`src/rtl/mem_bus_sequencer_pkg.sv`:
```
// mem_bus_sequencer_pkg
//   Shared definitions for the MEM-stage bus sequencer: the data-side memory map,
//   target codes produced by the address decoder, and the sequencer FSM states.
//   Reused by the store-byte logic, the exception checks and the bridge.
package mem_bus_sequencer_pkg;

    // Data-side memory map (inclusive byte address ranges)
    localparam logic [31:0] DM_START   = 32'h0000_0000;
    localparam logic [31:0] DM_END     = 32'h0000_2fff;
    localparam logic [31:0] TC0_START  = 32'h0000_7f00;
    localparam logic [31:0] TC0_END    = 32'h0000_7f0b;
    localparam logic [31:0] TC1_START  = 32'h0000_7f10;
    localparam logic [31:0] TC1_END    = 32'h0000_7f1b;
    localparam logic [31:0] WREG_START = 32'h0000_7f20;
    localparam logic [31:0] WREG_END   = 32'h0000_7f23;

    typedef enum logic [2:0] {
        TGT_NONE,
        TGT_DM,
        TGT_TC0,
        TGT_TC1,
        TGT_WREG
    } target_t;

    typedef enum logic {
        ST_IDLE,
        ST_WAIT
    } state_t;

    function automatic logic in_range(input logic [31:0] addr,
                                      input logic [31:0] lo,
                                      input logic [31:0] hi);
        return (addr >= lo) && (addr <= hi);
    endfunction

endpackage

```
`src/rtl/mem_bus_sequencer_if.sv`:
```
// mem_bus_sequencer_if
//   CPU-side request/response bus of the MEM-stage sequencer.
//   master : the CPU MEM stage (drives req_*, receives resp_*/stall)
//   slave  : the sequencer
//   req_valid/req_we/req_addr/req_byteen/req_wdata/req_flush : access request
//   resp_valid/resp_rdata : completion and load data
//   stall : pipeline freeze while DM wait states run
interface mem_bus_sequencer_if;

    logic        req_valid;
    logic        req_we;
    logic [31:0] req_addr;
    logic [3:0]  req_byteen;
    logic [31:0] req_wdata;
    logic        req_flush;
    logic        resp_valid;
    logic [31:0] resp_rdata;
    logic        stall;

    modport master (
        output req_valid, req_we, req_addr, req_byteen, req_wdata, req_flush,
        input  resp_valid, resp_rdata, stall
    );

    modport slave (
        input  req_valid, req_we, req_addr, req_byteen, req_wdata, req_flush,
        output resp_valid, resp_rdata, stall
    );

endinterface

```
`src/rtl/mem_bus_sequencer_decode.sv`:
```
// mem_addr_decode
//   Purely combinational byte address -> target code decoder.
//   addr   : 32-bit byte address
//   target : TGT_DM / TGT_TC0 / TGT_TC1 / TGT_WREG, or TGT_NONE when unmapped
module mem_addr_decode
    import mem_bus_sequencer_pkg::*;
(
    input  logic [31:0] addr,
    output target_t     target
);

    always_comb begin
        target = TGT_NONE;
        if (in_range(addr, DM_START, DM_END)) begin
            target = TGT_DM;
        end else if (in_range(addr, TC0_START, TC0_END)) begin
            target = TGT_TC0;
        end else if (in_range(addr, TC1_START, TC1_END)) begin
            target = TGT_TC1;
        end else if (in_range(addr, WREG_START, WREG_END)) begin
            target = TGT_WREG;
        end
    end

endmodule

```
`src/rtl/mem_bus_sequencer.sv`:
```
// mem_bus_sequencer
//   Routes the CPU MEM-stage data access to DM, TC0, TC1 or the wait-state
//   register (WAITREG). Non-DM targets, and DM with zero wait states, finish in
//   one cycle. DM with N>0 wait states stalls the pipeline for N cycles and
//   strobes DM once, in the completion cycle, with the latched request.
// Ports
//   clk, reset              : clock, synchronous active-high reset
//   bus (slave)             : CPU request/response/stall
//   dm_en/addr/byteen/wdata : DM strobe and write data, dm_rdata async read data
//   tc0_we, tc1_we          : timer write strobes (word stores only)
//   tc0_addr, tc0_wdata     : shared timer word address and write data
//   tc0_rdata, tc1_rdata    : timer read data
//   wait_cfg                : current WAITREG value
module mem_bus_sequencer
    import mem_bus_sequencer_pkg::*;
#(
    parameter int CNT_W        = 4,
    parameter int DEFAULT_WAIT = 0
) (
    input  logic                 clk,
    input  logic                 reset,
    mem_bus_sequencer_if.slave   bus,
    output logic                 dm_en,
    output logic [31:0]          dm_addr,
    output logic [3:0]           dm_byteen,
    output logic [31:0]          dm_wdata,
    input  logic [31:0]          dm_rdata,
    output logic                 tc0_we,
    output logic [29:0]          tc0_addr,
    output logic [31:0]          tc0_wdata,
    input  logic [31:0]          tc0_rdata,
    output logic                 tc1_we,
    input  logic [31:0]          tc1_rdata,
    output logic [CNT_W-1:0]     wait_cfg
);

    state_t            state;
    state_t            next_state;
    target_t           target;
    logic [CNT_W-1:0]  cnt;
    logic [31:0]       lat_addr;
    logic              lat_we;
    logic [3:0]        lat_byteen;
    logic [31:0]       lat_wdata;
    logic              issue_wait;
    logic              wreg_write;
    logic              req_live;
    logic              word_store;
    logic [31:0]       load_data;

    mem_addr_decode u_decode (
        .addr   (bus.req_addr),
        .target (target)
    );

    // Reset dominates flush; both kill a request in the cycle they appear,
    // so no strobe can escape while reset is asserted.
    assign req_live   = bus.req_valid && !bus.req_flush && !reset;
    assign word_store = bus.req_we && (bus.req_byteen == 4'b1111);

    always_ff @(posedge clk) begin
        if (reset) begin
            state <= ST_IDLE;
        end else begin
            state <= next_state;
        end
    end

    // Wait-state counter, latched DM request and WAITREG.
    // The counter is cleared when WAIT exits (completion or flush).
    always_ff @(posedge clk) begin
        if (reset) begin
            cnt        <= '0;
            lat_addr   <= '0;
            lat_we     <= 1'b0;
            lat_byteen <= '0;
            lat_wdata  <= '0;
            wait_cfg   <= CNT_W'(DEFAULT_WAIT);
        end else begin
            if (issue_wait) begin
                cnt        <= wait_cfg;
                lat_addr   <= bus.req_addr;
                lat_we     <= bus.req_we;
                lat_byteen <= bus.req_byteen;
                lat_wdata  <= bus.req_wdata;
            end else if (state == ST_WAIT) begin
                cnt <= (next_state == ST_IDLE) ? '0 : cnt - CNT_W'(1);
            end
            if (wreg_write) begin
                wait_cfg <= bus.req_wdata[CNT_W-1:0];
            end
        end
    end

    always_comb begin
        next_state     = state;
        issue_wait     = 1'b0;
        wreg_write     = 1'b0;
        load_data      = '0;
        dm_en          = 1'b0;
        dm_addr        = '0;
        dm_byteen      = '0;
        dm_wdata       = '0;
        tc0_we         = 1'b0;
        tc1_we         = 1'b0;
        tc0_addr       = '0;
        tc0_wdata      = '0;
        bus.resp_valid = 1'b0;
        bus.resp_rdata = '0;
        bus.stall      = 1'b0;

        unique case (state)
            ST_IDLE: begin
                if (req_live) begin
                    if ((target == TGT_DM) && (wait_cfg != '0)) begin
                        bus.stall  = 1'b1;
                        issue_wait = 1'b1;
                        next_state = ST_WAIT;
                    end else begin
                        bus.resp_valid = 1'b1;
                        case (target)
                            TGT_DM: begin
                                dm_en     = 1'b1;
                                dm_addr   = bus.req_addr;
                                dm_byteen = bus.req_we ? bus.req_byteen : 4'b0000;
                                dm_wdata  = bus.req_wdata;
                                load_data = dm_rdata;
                            end
                            TGT_TC0: begin
                                tc0_addr  = bus.req_addr[31:2];
                                tc0_wdata = bus.req_wdata;
                                tc0_we    = word_store;
                                load_data = tc0_rdata;
                            end
                            TGT_TC1: begin
                                tc0_addr  = bus.req_addr[31:2];
                                tc0_wdata = bus.req_wdata;
                                tc1_we    = word_store;
                                load_data = tc1_rdata;
                            end
                            TGT_WREG: begin
                                wreg_write = word_store;
                                load_data  = {{(32-CNT_W){1'b0}}, wait_cfg};
                            end
                            default: begin
                            end
                        endcase
                        if (!bus.req_we) begin
                            bus.resp_rdata = load_data;
                        end
                    end
                end
            end
            ST_WAIT: begin
                if (!reset) begin
                    if (bus.req_flush) begin
                        next_state = ST_IDLE;
                    end else if (cnt == CNT_W'(1)) begin
                        next_state     = ST_IDLE;
                        dm_en          = 1'b1;
                        dm_addr        = lat_addr;
                        dm_byteen      = lat_we ? lat_byteen : 4'b0000;
                        dm_wdata       = lat_wdata;
                        bus.resp_valid = 1'b1;
                        if (!lat_we) begin
                            bus.resp_rdata = dm_rdata;
                        end
                    end else begin
                        bus.stall = 1'b1;
                    end
                end
            end
            default: begin
                next_state = ST_IDLE;
            end
        endcase
    end

endmodule

```
`src/flat_wrapper.sv`:
```
// flat-port wrapper written by rule: the top's interface ports become plain ports
module mem_bus_sequencer_flat import mem_bus_sequencer_pkg::*;
#(
    parameter int CNT_W        = 4,
    parameter int DEFAULT_WAIT = 0
)
  (clk, reset, dm_en, dm_addr, dm_byteen, dm_wdata, dm_rdata, tc0_we, tc0_addr, tc0_wdata, tc0_rdata, tc1_we, tc1_rdata, wait_cfg, bus_req_valid, bus_req_we, bus_req_addr, bus_req_byteen, bus_req_wdata, bus_req_flush, bus_resp_valid, bus_resp_rdata, bus_stall);
  mem_bus_sequencer_if bus_i ();
  input  logic clk;
  input  logic reset;
  output logic dm_en;
  output logic [31:0] dm_addr;
  output logic [3:0] dm_byteen;
  output logic [31:0] dm_wdata;
  input  logic [31:0] dm_rdata;
  output logic tc0_we;
  output logic [29:0] tc0_addr;
  output logic [31:0] tc0_wdata;
  input  logic [31:0] tc0_rdata;
  output logic tc1_we;
  input  logic [31:0] tc1_rdata;
  output logic [CNT_W-1:0] wait_cfg;
  input wire logic [$bits(bus_i.req_valid)-1:0] bus_req_valid;
  input wire logic [$bits(bus_i.req_we)-1:0] bus_req_we;
  input wire logic [$bits(bus_i.req_addr)-1:0] bus_req_addr;
  input wire logic [$bits(bus_i.req_byteen)-1:0] bus_req_byteen;
  input wire logic [$bits(bus_i.req_wdata)-1:0] bus_req_wdata;
  input wire logic [$bits(bus_i.req_flush)-1:0] bus_req_flush;
  output wire logic [$bits(bus_i.resp_valid)-1:0] bus_resp_valid;
  output wire logic [$bits(bus_i.resp_rdata)-1:0] bus_resp_rdata;
  output wire logic [$bits(bus_i.stall)-1:0] bus_stall;
  assign bus_i.req_valid = bus_req_valid;
  assign bus_i.req_we = bus_req_we;
  assign bus_i.req_addr = bus_req_addr;
  assign bus_i.req_byteen = bus_req_byteen;
  assign bus_i.req_wdata = bus_req_wdata;
  assign bus_i.req_flush = bus_req_flush;
  assign bus_resp_valid = bus_i.resp_valid;
  assign bus_resp_rdata = bus_i.resp_rdata;
  assign bus_stall = bus_i.stall;
  mem_bus_sequencer #(.CNT_W(CNT_W), .DEFAULT_WAIT(DEFAULT_WAIT)) u_core (.clk(clk), .reset(reset), .bus(bus_i), .dm_en(dm_en), .dm_addr(dm_addr), .dm_byteen(dm_byteen), .dm_wdata(dm_wdata), .dm_rdata(dm_rdata), .tc0_we(tc0_we), .tc0_addr(tc0_addr), .tc0_wdata(tc0_wdata), .tc0_rdata(tc0_rdata), .tc1_we(tc1_we), .tc1_rdata(tc1_rdata), .wait_cfg(wait_cfg));
endmodule
```
`config.mk`:
```
export PLATFORM = sky130hd
export DESIGN_NAME = mem_bus_sequencer_flat
export DESIGN_NICKNAME = d
export VERILOG_FILES = /design/src/rtl/mem_bus_sequencer_pkg.sv /design/src/rtl/mem_bus_sequencer_if.sv /design/src/rtl/mem_bus_sequencer_decode.sv /design/src/rtl/mem_bus_sequencer.sv /design/src/flat_wrapper.sv
export SDC_FILE = /design/constraint.sdc
export NUM_CORES = 1
export LEC_CHECK = 0
export ABC_AREA = 1
export BUFFER_PORTS_ARGS = -buffer_cell sky130_fd_sc_hd__buf_2
export CORE_AREA = 2 2 132 134
export DETAILED_ROUTE_END_ITERATION = 10
export DIE_AREA = 0 0 134 136
export GPL_TIMING_DRIVEN = 0
export MAX_ROUTING_LAYER = met4
export PLACE_DENSITY = 0.73
export REMOVE_ABC_BUFFERS = 1
export SYNTH_ARGS = -nofsm -noshare
export SYNTH_HDL_FRONTEND = slang
export SYNTH_HIERARCHICAL = 1
export SYNTH_SLANG_ARGS = --single-unit
```
`constraint.sdc`:
```
create_clock -name clk -period 2.6 [get_ports clk]
set_clock_uncertainty 0.2 [all_clocks]
set_input_delay 0.13 -clock clk [delete_from_list [all_inputs] [get_ports clk]]
set_output_delay 0.13 -clock clk [all_outputs]
set_load 0.1 [all_outputs]
```
== Yosys cells after proc, flatten, opt, wreduce, memory -nomap -nowiden ==
Index checks and enable logic that the tools add are counted.
W data, S select, Z words.

* Add/subtract/negate cells: 1
* $lt $le $gt $ge: 8
* Equality and inequality tests: 6
* Mux-type cells: 78
* Bitwise operators: 1
* Reductions and logical operators: 13

{| class="wikitable"
|+ Operators with widths
! operator !! number
|-
| $mux W32 || 23
|-
| $pmux W32 S2 || 3
|-
| $pmux W32 S4 || 1
|-
| $mux W30 || 4
|-
| $ge A32 B15 Y1 const B || 3
|-
| $le A32 B15 Y1 const B || 3
|-
| $mux W4 || 11
|-
| $ge A32 B1 Y1 const B || 1
|-
| $le A32 B14 Y1 const B || 1
|-
| $mux W1 || 27
|-
| $mux W3 || 4
|-
| $logic_and A1 B1 Y1 || 8
|-
| $pmux W1 S2 || 4
|-
| $pmux W4 S2 || 1
|-
| $eq A3 B2 Y1 const B || 2
|-
| $eq A4 B1 Y1 const B || 1
|-
| $eq A4 B4 Y1 const B || 1
|-
| $reduce_bool A4 Y1 || 1
|-
| $sub A4 B1 Y4 const B || 1
|-
| $eq A3 B1 Y1 const B || 1
|-
| $eq A3 B3 Y1 const B || 1
|-
| $logic_not A1 Y1 || 2
|-
| $reduce_bool A2 Y1 || 1
|-
| $reduce_or A2 Y1 || 1
|-
| $not A1 Y1 || 1
|}

* Register bits: 78
* Input bits: 169
* Output and inout bits: 171
* Logic and storage cells: 114

== Logic depth before layout (Yosys ltp) ==
* Depth in word-level cells: 14
* Mapped depth: 17

== By module ==
The synthesis kept the hierarchy.

{| class="wikitable"
|+ Modules (own cells, without submodules)
! module !! times used !! cells an instance !! area an instance (um^2) !! sequential area each (um^2)
|-
| mem_bus_sequencer || 1 || 856 || 5144.9 || 1561.5
|-
| mem_addr_decode || 1 || 64 || 341.6 || 0.0
|}

== Worst setup path after synthesis ==
Ideal clock, no wire load.

* Kind: reg2out
* Start point: reg u_core.wait_cfg[2]
* End point: out bus_resp_rdata[11]
* Arrival: 3720 ps
* Slack: -1450 ps
* Cell stages (with the launch flop): 8
* Buffers on the path: 2
* Cells stage by stage: dfxtp_1 nor2_1 nand2_2 nand2_1 nand4_1 clkbuf_2 buf_2 o21ai_0

* Cells in the longest elaborated chain, start to end: 5

{| class="wikitable"
|+ RTL lines
! element !! RTL line !! RTL
|-
| start: declaration || mem_bus_sequencer.sv:34 || <nowiki>output logic [CNT_W-1:0] wait_cfg</nowiki>
|-
| start signal: assignment || mem_bus_sequencer.sv:78 || <nowiki>wait_cfg <= CNT_W'(DEFAULT_WAIT);</nowiki>
|-
| start signal: assignment || mem_bus_sequencer.sv:90 || <nowiki>wait_cfg <= bus.req_wdata[CNT_W-1:0];</nowiki>
|-
| $reduce_bool A4 Y1 || mem_bus_sequencer.sv:115 || <nowiki>if ((target == TGT_DM) && (wait_cfg != '0)) begin</nowiki>
|-
| $logic_and A1 B1 Y1 || mem_bus_sequencer.sv:115 ||
|-
| $mux W32 || mem_bus_sequencer.sv:115 ||
|-
| $mux W32 || mem_bus_sequencer.sv:114 || <nowiki>if (req_live) begin</nowiki>
|-
| $pmux W32 S2 || mem_bus_sequencer.sv:112 || <nowiki>unique case (state)</nowiki>
|-
| end: declaration || flat_wrapper.sv:30 || <nowiki>output wire logic [$bits(bus_i.resp_rdata)-1:0] bus_resp_rdata;</nowiki>
|}

Every way passes these cells.

== Worst setup path after layout ==
* Start point: in bus_req_addr[15]
* End point: out tc0_addr[0]

* Cells in the longest elaborated chain, start to end: 12
* Elaborated cells on any way between the ends: 25
* Classes of those cells: 8 x order compare; 3 x eq/ne; 8 x mux; 6 x reduce/logical

{| class="wikitable"
|+ RTL lines
! element !! RTL line !! RTL
|-
| start: declaration || flat_wrapper.sv:25 || <nowiki>input wire logic [$bits(bus_i.req_addr)-1:0] bus_req_addr;</nowiki>
|-
| $ge A32 B15 Y1 or $le A32 B15 Y1 (tied branches) || mem_bus_sequencer_pkg.sv:33 || <nowiki>return (addr >= lo) && (addr <= hi);</nowiki>
|-
| $logic_and A1 B1 Y1 || mem_bus_sequencer_pkg.sv:33 ||
|-
| $mux W3 || mem_bus_sequencer_decode.sv:20 || <nowiki>end else if (in_range(addr, WREG_START, WREG_END)) begin</nowiki>
|-
| $mux W3 || mem_bus_sequencer_decode.sv:18 || <nowiki>end else if (in_range(addr, TC1_START, TC1_END)) begin</nowiki>
|-
| $mux W3 || mem_bus_sequencer_decode.sv:16 || <nowiki>end else if (in_range(addr, TC0_START, TC0_END)) begin</nowiki>
|-
| $mux W3 * || mem_bus_sequencer_decode.sv:14 || <nowiki>if (in_range(addr, DM_START, DM_END)) begin</nowiki>
|-
| net u_core.target[2] || mem_bus_sequencer.sv:39 || <nowiki>target_t target;</nowiki>
|-
| $eq A3 B2 Y1 || mem_bus_sequencer.sv:121 || <nowiki>case (target)</nowiki>
|-
| $reduce_or A2 Y1 (no source line) || -- ||
|-
| $mux W30 || mem_bus_sequencer.sv:121 ||
|-
| $mux W30 * || mem_bus_sequencer.sv:115 ||
|-
| $mux W30 * || mem_bus_sequencer.sv:114 ||
|-
| $mux W30 * || mem_bus_sequencer.sv:112 ||
|-
| end: declaration || flat_wrapper.sv:17 || <nowiki>output logic [29:0] tc0_addr;</nowiki>
|}

Mark *: on every way through the listed nets, which the timed path passes. The rest lies on a longest branch.

==> metrics <==
post-synthesis cell count 920; vias in the first global route 7968; Final Total Pwr 3.15 mW; GRT overflow 0; Post-synth EDFFs 0; CP max stage cell clkbuf_8; setup ws final -0.0647 ns; placer congestion estimate 0.812; PortBufs 339; violated checks setup timing; wire per inst 22.9 um; # rows 48; Tightest Pin Transition 0.689 ns; Post-synth ARST share 0; Place WS -2.00 ns; vias per cell 5.70; share of cells above drive strength 1 0.453; Req. time, crit path 2.27 ns; clk slew on worst S/H paths 0.07 ns; hold slack 0.0371 ns; Synth area leaders dfxtp_1 (28%), o21ai_0 (13%), nand2_1 (13%), nor2_1 (11%), inv_1 (6.1%); register bit count reported by yosys 78; via count 9050; CTS tree built; Tcrit/Tclk final 1.02; Area Growth Syn to Fin 119%; status finished with violations; Synth warnings 6; final slew viol count 0; clk buf depth 2; Die Y-Extent 136 um; crit path max fanout 7; commonest register cell after synthesis dfxtp_1; worst path cell trace buf_6 > inv_2 > nand2_2 > nor2_2 > nand2_2 > nor2_1 > nand4_1 > inv_2 > clkinvlp_4 > nand3_4 > clkinv_8 > nand2_8 > nand2_8 > buf_12 > nor3_2 > clkbuf_8; Rel. slew slack 0.539; FILL cells 1109; initial antenna violation count 0; VDD IR max 0.282 mV; Iter 0 DRT Violations 857; Routed Antenna Nets 0; RSZ-0062 raised after global routing true; Static Leak 5.19 nW; hold crit path type in -> reg; Die W 134 um; most common cell after layout, fill and taps aside nand2_1; Cell variety after synth 33; clock latency on the worst-skew pair 0.34 ns; number of max-cap violations 0; CTS H-tree depth 3; Critical Path Max Stage Delay 0.30 ns; Setup CP Type in -> out; Root Buffer clkbuf_16; starting density of the core 0.325; DRC 0; Avg Cell Area, Syn 5.96 sq um; Pre-antenna DRT Iters 5; Core Box Area 16900 sq um; total CTS buffers 9; Post-layout nets 1528; mapped cell area 5490 sq um; crit path DAT 2.33 ns; register area share after synthesis 0.285; largest net degree at the start of global routing 46; Multi-input gate area 4470 sq um; Die Area 18200 sq um; most frequent cells in the layout nand2_1 (169), buf_2 (158), nor2_1 (155); FF-to-FF setup slack 0.32 ns; clock sink count 78; I/O Pins 340; Max Fclk 375 MHz; final hold vios 0; Total GRT Usage 0.316; drt total wl 36.4 mm; Crit. End Element output port; Final setup viols 11; Power Density 262 nW/um^2; FF/Latch Area 1570 sq um; Synth area leader dfxtp_1; Startpoint Class input port; Yosys top cell area share 0.285; min cycle time layout 2.66 ns; DP Wirelength 15.6 mm; first-pass GRT wire length 43.3 mm
-- metal layers --
layer,routed length (um),GRT usage
met1,12300,0.335
met2,17300,0.553
met3,3870,0.0686
met5,0,-
met4,2920,0.164
-- repair_timing --
item / in CTS / in global routing
hold buffers: 69 / 0
endpoints found under the setup margin: 238 / 196
setup buffers: 35 / 14
gates cloned: 12 / 14
gates resized for setup: 381 / 452
pin swaps: 19 / 36
hold endpoints to repair: 74 / 0
-- kinds of logic after synthesis --
family	count (synthesis)	synth area share
AOI/OAI and AO/OA	206	0.201
xor gates and xnor gates	1	0.00160
and+or+nand+nor	476	0.380
buffers and inverters	157	0.129
adders and majority gates	2	0.00456
DFF	78	0.285
-- worst max-delay path, delay by kind of cell --
family	cells	cell delay, ns
AND/OR/NAND/NOR	9	1.18
buffers and inverters	7	1.00
-- synthesized netlist by cell type (15+ instances only) --
cell	number
dfxtp_1	78
o21ai_1	23
nor3_1	66
a22oi_1	21
a21oi_1	15
nor2_1	165
inv_1	89
nand2_1	185
nand4_1	16
nand3_1	18
o21ai_0	144
clkbuf_1	32
-- flip-flops by register name, indices dropped and copies added, names as in the netlist --
name and flops:
u_core/lat_addr 32, u_core/lat_wdata 32, u_core/cnt 4, u_core/lat_byteen 4, u_core/wait_cfg 4, u_core/lat_we 1
u_core/state 1
-- final cells by class --
| class | instances | area share |
|---|---|---|
| Inverter | 94 | 0.0317 |
| Timing Repair Buffer | 477 | 0.414 |
| Sequential cell | 78 | 0.131 |
| Multi-Input combinational cell | 697 | 0.373 |
| Clock buffer | 11 | 0.0202 |
| Tap cell | 225 | 0.0235 |
| Clock inverter | 5 | 0.00678 |
| Antenna cell | 1 | 0.000209 |
-- where the power goes --
group	internal, mW	switching, mW
Combinational	0.238	0.302
Sequential	1.19	0.000000000000404
Clock	0.870	0.542
Total	2.30	0.844
-- final timing paths --
path	from	to	cells after the start
worst max-delay path	bus_req_addr[15]	tc0_addr[0]	16
worst min-delay path	bus_req_we	u_core/lat_we$_SDFFE_PP0P_	3
worst max register to register	u_core/wait_cfg[3]$_SDFFE_PP0P_	u_core/lat_addr[8]$_SDFFE_PP0P_	7
worst min register to register	u_core/lat_addr[7]$_SDFFE_PP0P_	u_core/lat_addr[7]$_SDFFE_PP0P_	2
-- metrics by stage --
stage	utilization	instances	setup TNS, ns	instance area [sq um]
finish	0.710	1588	-0.268	12000
global route	0.710	1587	-6.95	12000
CTS	0.594	1560	-0.0346	10000
detailed placement	0.432	1428	-192.61	7290
global placement	0.421	1421	-541.38	7110
floorplan	-	857	-360.07	5130
Note: power is estimated with default switching activity, not from simulation.
